`src/rtl/clk_pll_emu.sv`:
```
// clk_pll_emu: reconfigurable PLL emulator.
// Derives NumPlls divided clocks plus a free-running real-time clock from clk_i.
// Each channel has its own divider and a lock indicator that models relock time.
module clk_pll_emu #(
  parameter  int unsigned NumPlls    = 3,
  parameter  int unsigned DivWidth   = 8,
  parameter  int unsigned DefaultDiv = 1,
  parameter  int unsigned LockCycles = 16,
  parameter  int unsigned RtDiv      = 50,
  localparam int unsigned IdxWidth   = (NumPlls > 1) ? $clog2(NumPlls) : 1
) (
  input  logic                clk_i,
  input  logic                rst_ni,
  input  logic                cfg_valid_i,
  output logic                cfg_ready_o,
  input  logic [IdxWidth-1:0] cfg_idx_i,
  input  logic [DivWidth-1:0] cfg_div_i,
  output logic [NumPlls-1:0]  clk_pll_o,
  output logic [NumPlls-1:0]  lock_o,
  output logic                rt_clk_o
);

  localparam int unsigned LcntWidth = $clog2(LockCycles + 1);
  localparam int unsigned RtWidth   = (RtDiv > 1) ? $clog2(RtDiv) : 1;
  localparam int unsigned PadPlls   = 2 ** IdxWidth;

  if (LockCycles < 1) begin : g_lock_cycles_check
    $error("clk_pll_emu: LockCycles must be >= 1");
  end
  if (RtDiv < 1) begin : g_rt_div_check
    $error("clk_pll_emu: RtDiv must be >= 1");
  end
  if ((DefaultDiv < 1) || (DefaultDiv >= (2 ** DivWidth))) begin : g_default_div_check
    $error("clk_pll_emu: DefaultDiv out of range");
  end

  // A divider of 0 has no meaningful period, so it is treated as 1.
  function automatic logic [DivWidth-1:0] sanitize_div(input logic [DivWidth-1:0] div);
    return (div == '0) ? DivWidth'(1) : div;
  endfunction

  logic [DivWidth-1:0]  div_q  [NumPlls];
  logic [DivWidth-1:0]  div_d  [NumPlls];
  logic [DivWidth-1:0]  cnt_q  [NumPlls];
  logic [DivWidth-1:0]  cnt_d  [NumPlls];
  logic [LcntWidth-1:0] lcnt_q [NumPlls];
  logic [LcntWidth-1:0] lcnt_d [NumPlls];
  logic [NumPlls-1:0]   clk_q, clk_d;
  logic [NumPlls-1:0]   lock_q, lock_d;

  logic [RtWidth-1:0]   rt_cnt_q, rt_cnt_d;
  logic                 rt_clk_q, rt_clk_d;

  logic                 idx_in_range;
  logic [PadPlls-1:0]   lock_pad;
  logic                 accept;

  assign idx_in_range = ({1'b0, cfg_idx_i} < (IdxWidth + 1)'(NumPlls));

  // Zero-pad the lock vector so any index value selects a defined bit.
  always_comb begin
    lock_pad              = '0;
    lock_pad[NumPlls-1:0] = lock_q;
  end

  assign cfg_ready_o = idx_in_range ? lock_pad[cfg_idx_i] : 1'b1;
  assign accept      = cfg_valid_i & cfg_ready_o;

  // Per-channel next state: reconfigure on accept, otherwise lock countdown or divide.
  always_comb begin
    for (int unsigned i = 0; i < NumPlls; i++) begin
      div_d[i]  = div_q[i];
      cnt_d[i]  = cnt_q[i];
      lcnt_d[i] = lcnt_q[i];
      clk_d[i]  = clk_q[i];
      lock_d[i] = lock_q[i];
      if (accept && idx_in_range && (cfg_idx_i == IdxWidth'(i))) begin
        div_d[i]  = sanitize_div(cfg_div_i);
        cnt_d[i]  = '0;
        clk_d[i]  = 1'b0;
        lock_d[i] = 1'b0;
        lcnt_d[i] = LcntWidth'(LockCycles);
      end else if (!lock_q[i]) begin
        cnt_d[i] = '0;
        clk_d[i] = 1'b0;
        if (lcnt_q[i] == LcntWidth'(1)) begin
          lock_d[i] = 1'b1;
          lcnt_d[i] = '0;
        end else begin
          lcnt_d[i] = lcnt_q[i] - LcntWidth'(1);
        end
      end else if ((cnt_q[i] + DivWidth'(1)) == div_q[i]) begin
        cnt_d[i] = '0;
        clk_d[i] = ~clk_q[i];
      end else begin
        cnt_d[i] = cnt_q[i] + DivWidth'(1);
      end
    end
  end

  // Real-time clock: toggles every RtDiv reference cycles, never disturbed by config.
  always_comb begin
    rt_cnt_d = rt_cnt_q + RtWidth'(1);
    rt_clk_d = rt_clk_q;
    if (rt_cnt_q == RtWidth'(RtDiv - 1)) begin
      rt_cnt_d = '0;
      rt_clk_d = ~rt_clk_q;
    end
  end

  // State registers; reset puts every channel into a fresh relock at DefaultDiv.
  always_ff @(posedge clk_i or negedge rst_ni) begin
    if (!rst_ni) begin
      for (int unsigned i = 0; i < NumPlls; i++) begin
        div_q[i]  <= DivWidth'(DefaultDiv);
        cnt_q[i]  <= '0;
        lcnt_q[i] <= LcntWidth'(LockCycles);
      end
      clk_q    <= '0;
      lock_q   <= '0;
      rt_cnt_q <= '0;
      rt_clk_q <= 1'b0;
    end else begin
      div_q    <= div_d;
      cnt_q    <= cnt_d;
      lcnt_q   <= lcnt_d;
      clk_q    <= clk_d;
      lock_q   <= lock_d;
      rt_cnt_q <= rt_cnt_d;
      rt_clk_q <= rt_clk_d;
    end
  end

  assign clk_pll_o = clk_q;
  assign lock_o    = lock_q;
  assign rt_clk_o  = rt_clk_q;

endmodule

```
`config.mk`:
```
export PLATFORM = sky130hd
export DESIGN_NAME = clk_pll_emu
export DESIGN_NICKNAME = d
export VERILOG_FILES = /design/src/rtl/clk_pll_emu.sv
export SDC_FILE = /design/constraint.sdc
export NUM_CORES = 1
export LEC_CHECK = 0
export ABC_AREA = 1
export BUFFER_PORTS_ARGS = -buffer_cell sky130_fd_sc_hd__buf_2
export CORE_MARGIN = 2
export CORE_UTILIZATION = 35
export DETAILED_ROUTE_END_ITERATION = 8
export SYNTH_ARGS = -nofsm -noshare
export SYNTH_HDL_FRONTEND = slang
export SYNTH_SLANG_ARGS = --single-unit
export TNS_END_PERCENT = 100
```
`constraint.sdc`:
```
create_clock -name clk_i -period 1.9 [get_ports clk_i]
set_clock_uncertainty 0.15 [all_clocks]
set_input_delay 0.38 -clock clk_i [delete_from_list [all_inputs] [get_ports clk_i]]
set_output_delay 0.38 -clock clk_i [all_outputs]
set_load 0.01 [all_outputs]
```
==> results.md <==
* CP max FO at 7
* Die span in y at 112 um
* Clk slew on worst S/H paths at 0.06 ns
* PwrDens at 1340 nW/um2
* Worst-Margin Slew at 0.497 ns
* Core area at 11400 um2
* Vias per cell at 4.69
* Starting DRT DRC Count at 157
* Clock network fraction of design power at 25.3%
* R2R setup slack at 0.12 ns
* Net Sw Frac at 37.0%
* Rows at 39
* CTS tree: built
* Vias in the first global route at 3212
* Max transition margin at 66.5%
* Drt wl/cell at 12.0 um
* NetSw at 2.46 mW
* CTS Buf Count at 9
* Register area share after synthesis at 46.4%
* Cell count after synthesis at 526
* Die area at 12600 um2
* Origin of the critical flop-to-flop path: lock_o[2]
* Endpoint type of the worst setup path: register
* Flops & latches, synth at 76
* Max Buffers Root-to-Sink at 2
* Register share of total power at 38.8%
* Startpoint types: register
* Post-Syn Area at 4110 um2
* Crit path max-delay family: compound AO/OA/AOI/OAI gates
* Final Slew Violations at 0
* Overall Power at 6.66 mW
* Dpl hpwl at 6240 um
* Synth warn at 0
* IO Port Bufs at 20
* CP max-delay cell: dfrtp_1
* Starting Density at 36.0%
* H-tree depth at 3
* Levels on crit path at 7
* Synth Net Count at 550
* Critical path buffer and inverter count at 0
* Worst vdd ir at 0.599 mV
* Final Cell Area at 4970 um2
* Crit-path cells: o21ai_0, nand3_2, and2_4, a21oi_2, nand2_4, nand2_1, nand2_1
* Layout cell share with drive strength beyond 1 at 20.9%
* Max incr delay on CP at 0.41 ns
* Antenna violations before repair at 0
* First-pass GRT wire length at 14600 um
* Reg2reg end: clk_pll_o[2]
* Crit share post-route at 93.5%
* Worst hold-check path type: in -> reg
* Final Hold Vio Count at 0
* Top cell type's share of synthesized area at 42.6%
* Hold endpoint: div_q[12]
* Diode count at 0
* Reg2Reg Depth at 7
* Hold path cells at 3
* Crit path kind: reg -> reg
* Root buffer cell: clkbuf_16
* DRC violations left at 0
* Routed via count at 3364
* Io pins at 21
* DRT Wirelength at 8610 um
* Critical Path AT at 1.85 ns
* Initial DRT Pass Iterations at 4
* Clock sinks at 76
* Fin crit period at 1.78 ns
* DP Area at 4450 um2
* Clk_lat worst skew at 0.33 ns
* Pleak at 2.46 nW
* Max-cap violations at 0
* Status: finished clean
* Largest cells by area after synthesis: dfrtp_1 43%, nand2_1 13%, inv_1 7.9%
* Crit path top cell by count: nand2_1
* ANT nets after route at 0
* Internal power at 4.20 mW
* Avg Inst Size Synth at 7.82 um2
* Worst EP required at 1.98 ns
* GRT Total Usage at 14.3%
* Grt total ovfl at 0
* Largest net degree at the start of global routing at 36
* Max Fclk at 563 MHz
* Die width at 112 um
* Min-Delay Startpoint: cfg_div_i[4]
* Synth area leader: dfrtp_1
* Gate power share at 36.0%
* Final setup fails at 0
* Synth unique cells at 33
* Routability cong. at 0.821
* Final #Nets at 594
* Area grow syn2layout at 20.8%
-- flip-flops by register name, indices dropped and copies added, names as in the netlist --
name       count
cnt_q         24
div_q         24
lcnt_q        15
rt_cnt_q       6
clk_pll_o      3
lock_o         3
rt_clk_o       1
-- cells in the mapped netlist (all sizes together) --
library cell,n
ha,11
or2,3
o21bai,6
nor2,61
dfstp,6
a21oi,6
nor3,5
nand2,146
xor2,4
nand3,56
inv,88
buf,4
a21boi,3
nand3b,3
and2,1
xnor2,8
dfrtp,70
o21ai,37
a31o,1
o221ai,2
o211ai,1
o22ai,4
-- per-stage QoR --
step,cells,worst slack (ns),TNS (ns),hold WS (ns),util (%)
final,717,0.124,0,0.218,43.5
after global routing,717,-0.0270,-0.0975,0.230,43.5
after CTS,711,0.00184,0,0.216,41.6
after detailed placement,695,0.0168,0,0.195,38.9
after global placement,695,0.0519,0,0.189,38.9
after floorplan,526,0.202,0,-0.0656,-
-- layer usage --
layer / share of wire [%] / vias to the layer above / track usage [%]
li1: - / 1745 / -
met1: 47 / 1577 / 18.5
met2: 49 / 29 / 23.7
met3: 1.6 / 13 / 1.78
met4: 2.2 / 0 / 7.07
met5: 0 / - / 0
-- worst reg2reg max path, cell delays in order, from the launching register on --
cell     delay [ns]
dfrtp_1        0.41
o21ai_0        0.20
nand3_2        0.11
and2_4         0.17
a21oi_2        0.38
nand2_4        0.12
nand2_1        0.08
nand2_1        0.04
-- layout by cell type, fill, tap and decap left out, types with 2 or more instances in the layout --
cell type / instances
a21boi_0: 2
a21oi_1: 3
a21oi_2: 3
buf_2: 19
buf_4: 12
clkbuf_16: 9
clkinv_2: 3
dfrtp_1: 70
dfstp_2: 6
ha_1: 8
ha_4: 3
inv_1: 85
inv_2: 3
nand2_1: 133
nand2_2: 8
nand2_4: 8
nand3_1: 48
nand3_2: 6
nand3_4: 2
nand3b_1: 3
nor2_1: 42
nor2_2: 13
nor2_4: 6
nor3_1: 5
o21ai_0: 23
o21ai_1: 7
o21ai_2: 7
o21bai_1: 4
o221ai_1: 2
o22ai_1: 4
or2_2: 3
xnor2_1: 8
xor2_1: 4
-- worst max path at each step --
stage | startpoint | endpoint | slack [ns]
finish | lock_o[2] | clk_pll_o[2] | 0.12
global route | cnt_q[8] | clk_pll_o[1] | -0.03
CTS | cnt_q[9] | clk_pll_o[1] | 0.002
detailed placement | cnt_q[9] | clk_pll_o[1] | 0.02
global placement | cnt_q[8] | clk_pll_o[1] | 0.05
floorplan | cnt_q[8] | cnt_q[8] | 0.20
-- cells by family (layout without fill, tap and decap cells) --
kind of cell / Yosys count / count (layout) / share of synthesized area (%)
flip-flops: 76 / 76 / 46.4
buffers and inverters: 92 / 137 / 8.89
AND/OR/NAND/NOR: 275 / 278 / 29.5
XOR/XNOR: 12 / 12 / 2.56
adder cells (fa/ha/maj): 11 / 11 / 3.35
AO/OA/AOI/OAI: 60 / 60 / 9.22
-- timing repair --
| item | in CTS | in global routing |
|---|---|---|
| endpoints found under the setup margin | 0 | 27 |
| hold endpoints to repair | 24 | 0 |
| gates resized for setup | 0 | 41 |
| hold buffers | 1 | 0 |
| setup buffers | 0 | 3 |
-- cell type report --
| type | count | area, um2 |
|---|---|---|
| clock buffers | 10 | 239 |
| clock inverters | 5 | 52.6 |
| fillers | 1138 | 6450 |
| inverters | 88 | 330 |
| multi-input cells | 361 | 2030 |
| flip-flops and latches | 76 | 1910 |
| well taps | 143 | 179 |
| repair buffers | 34 | 226 |
-- power by group through the flow --
stage,Sequential (mW),Combinational (mW),Clock [mW]
6_report,2.58,2.39,1.68
2_1_floorplan,2.51,1.66,0
5_1_grt,2.66,2.77,1.79
3_5_place_dp,2.58,2.17,0
4_1_cts,2.56,2.18,1.72
3_3_place_gp,2.57,2.12,0
Power figures use the tool's default switching activity.
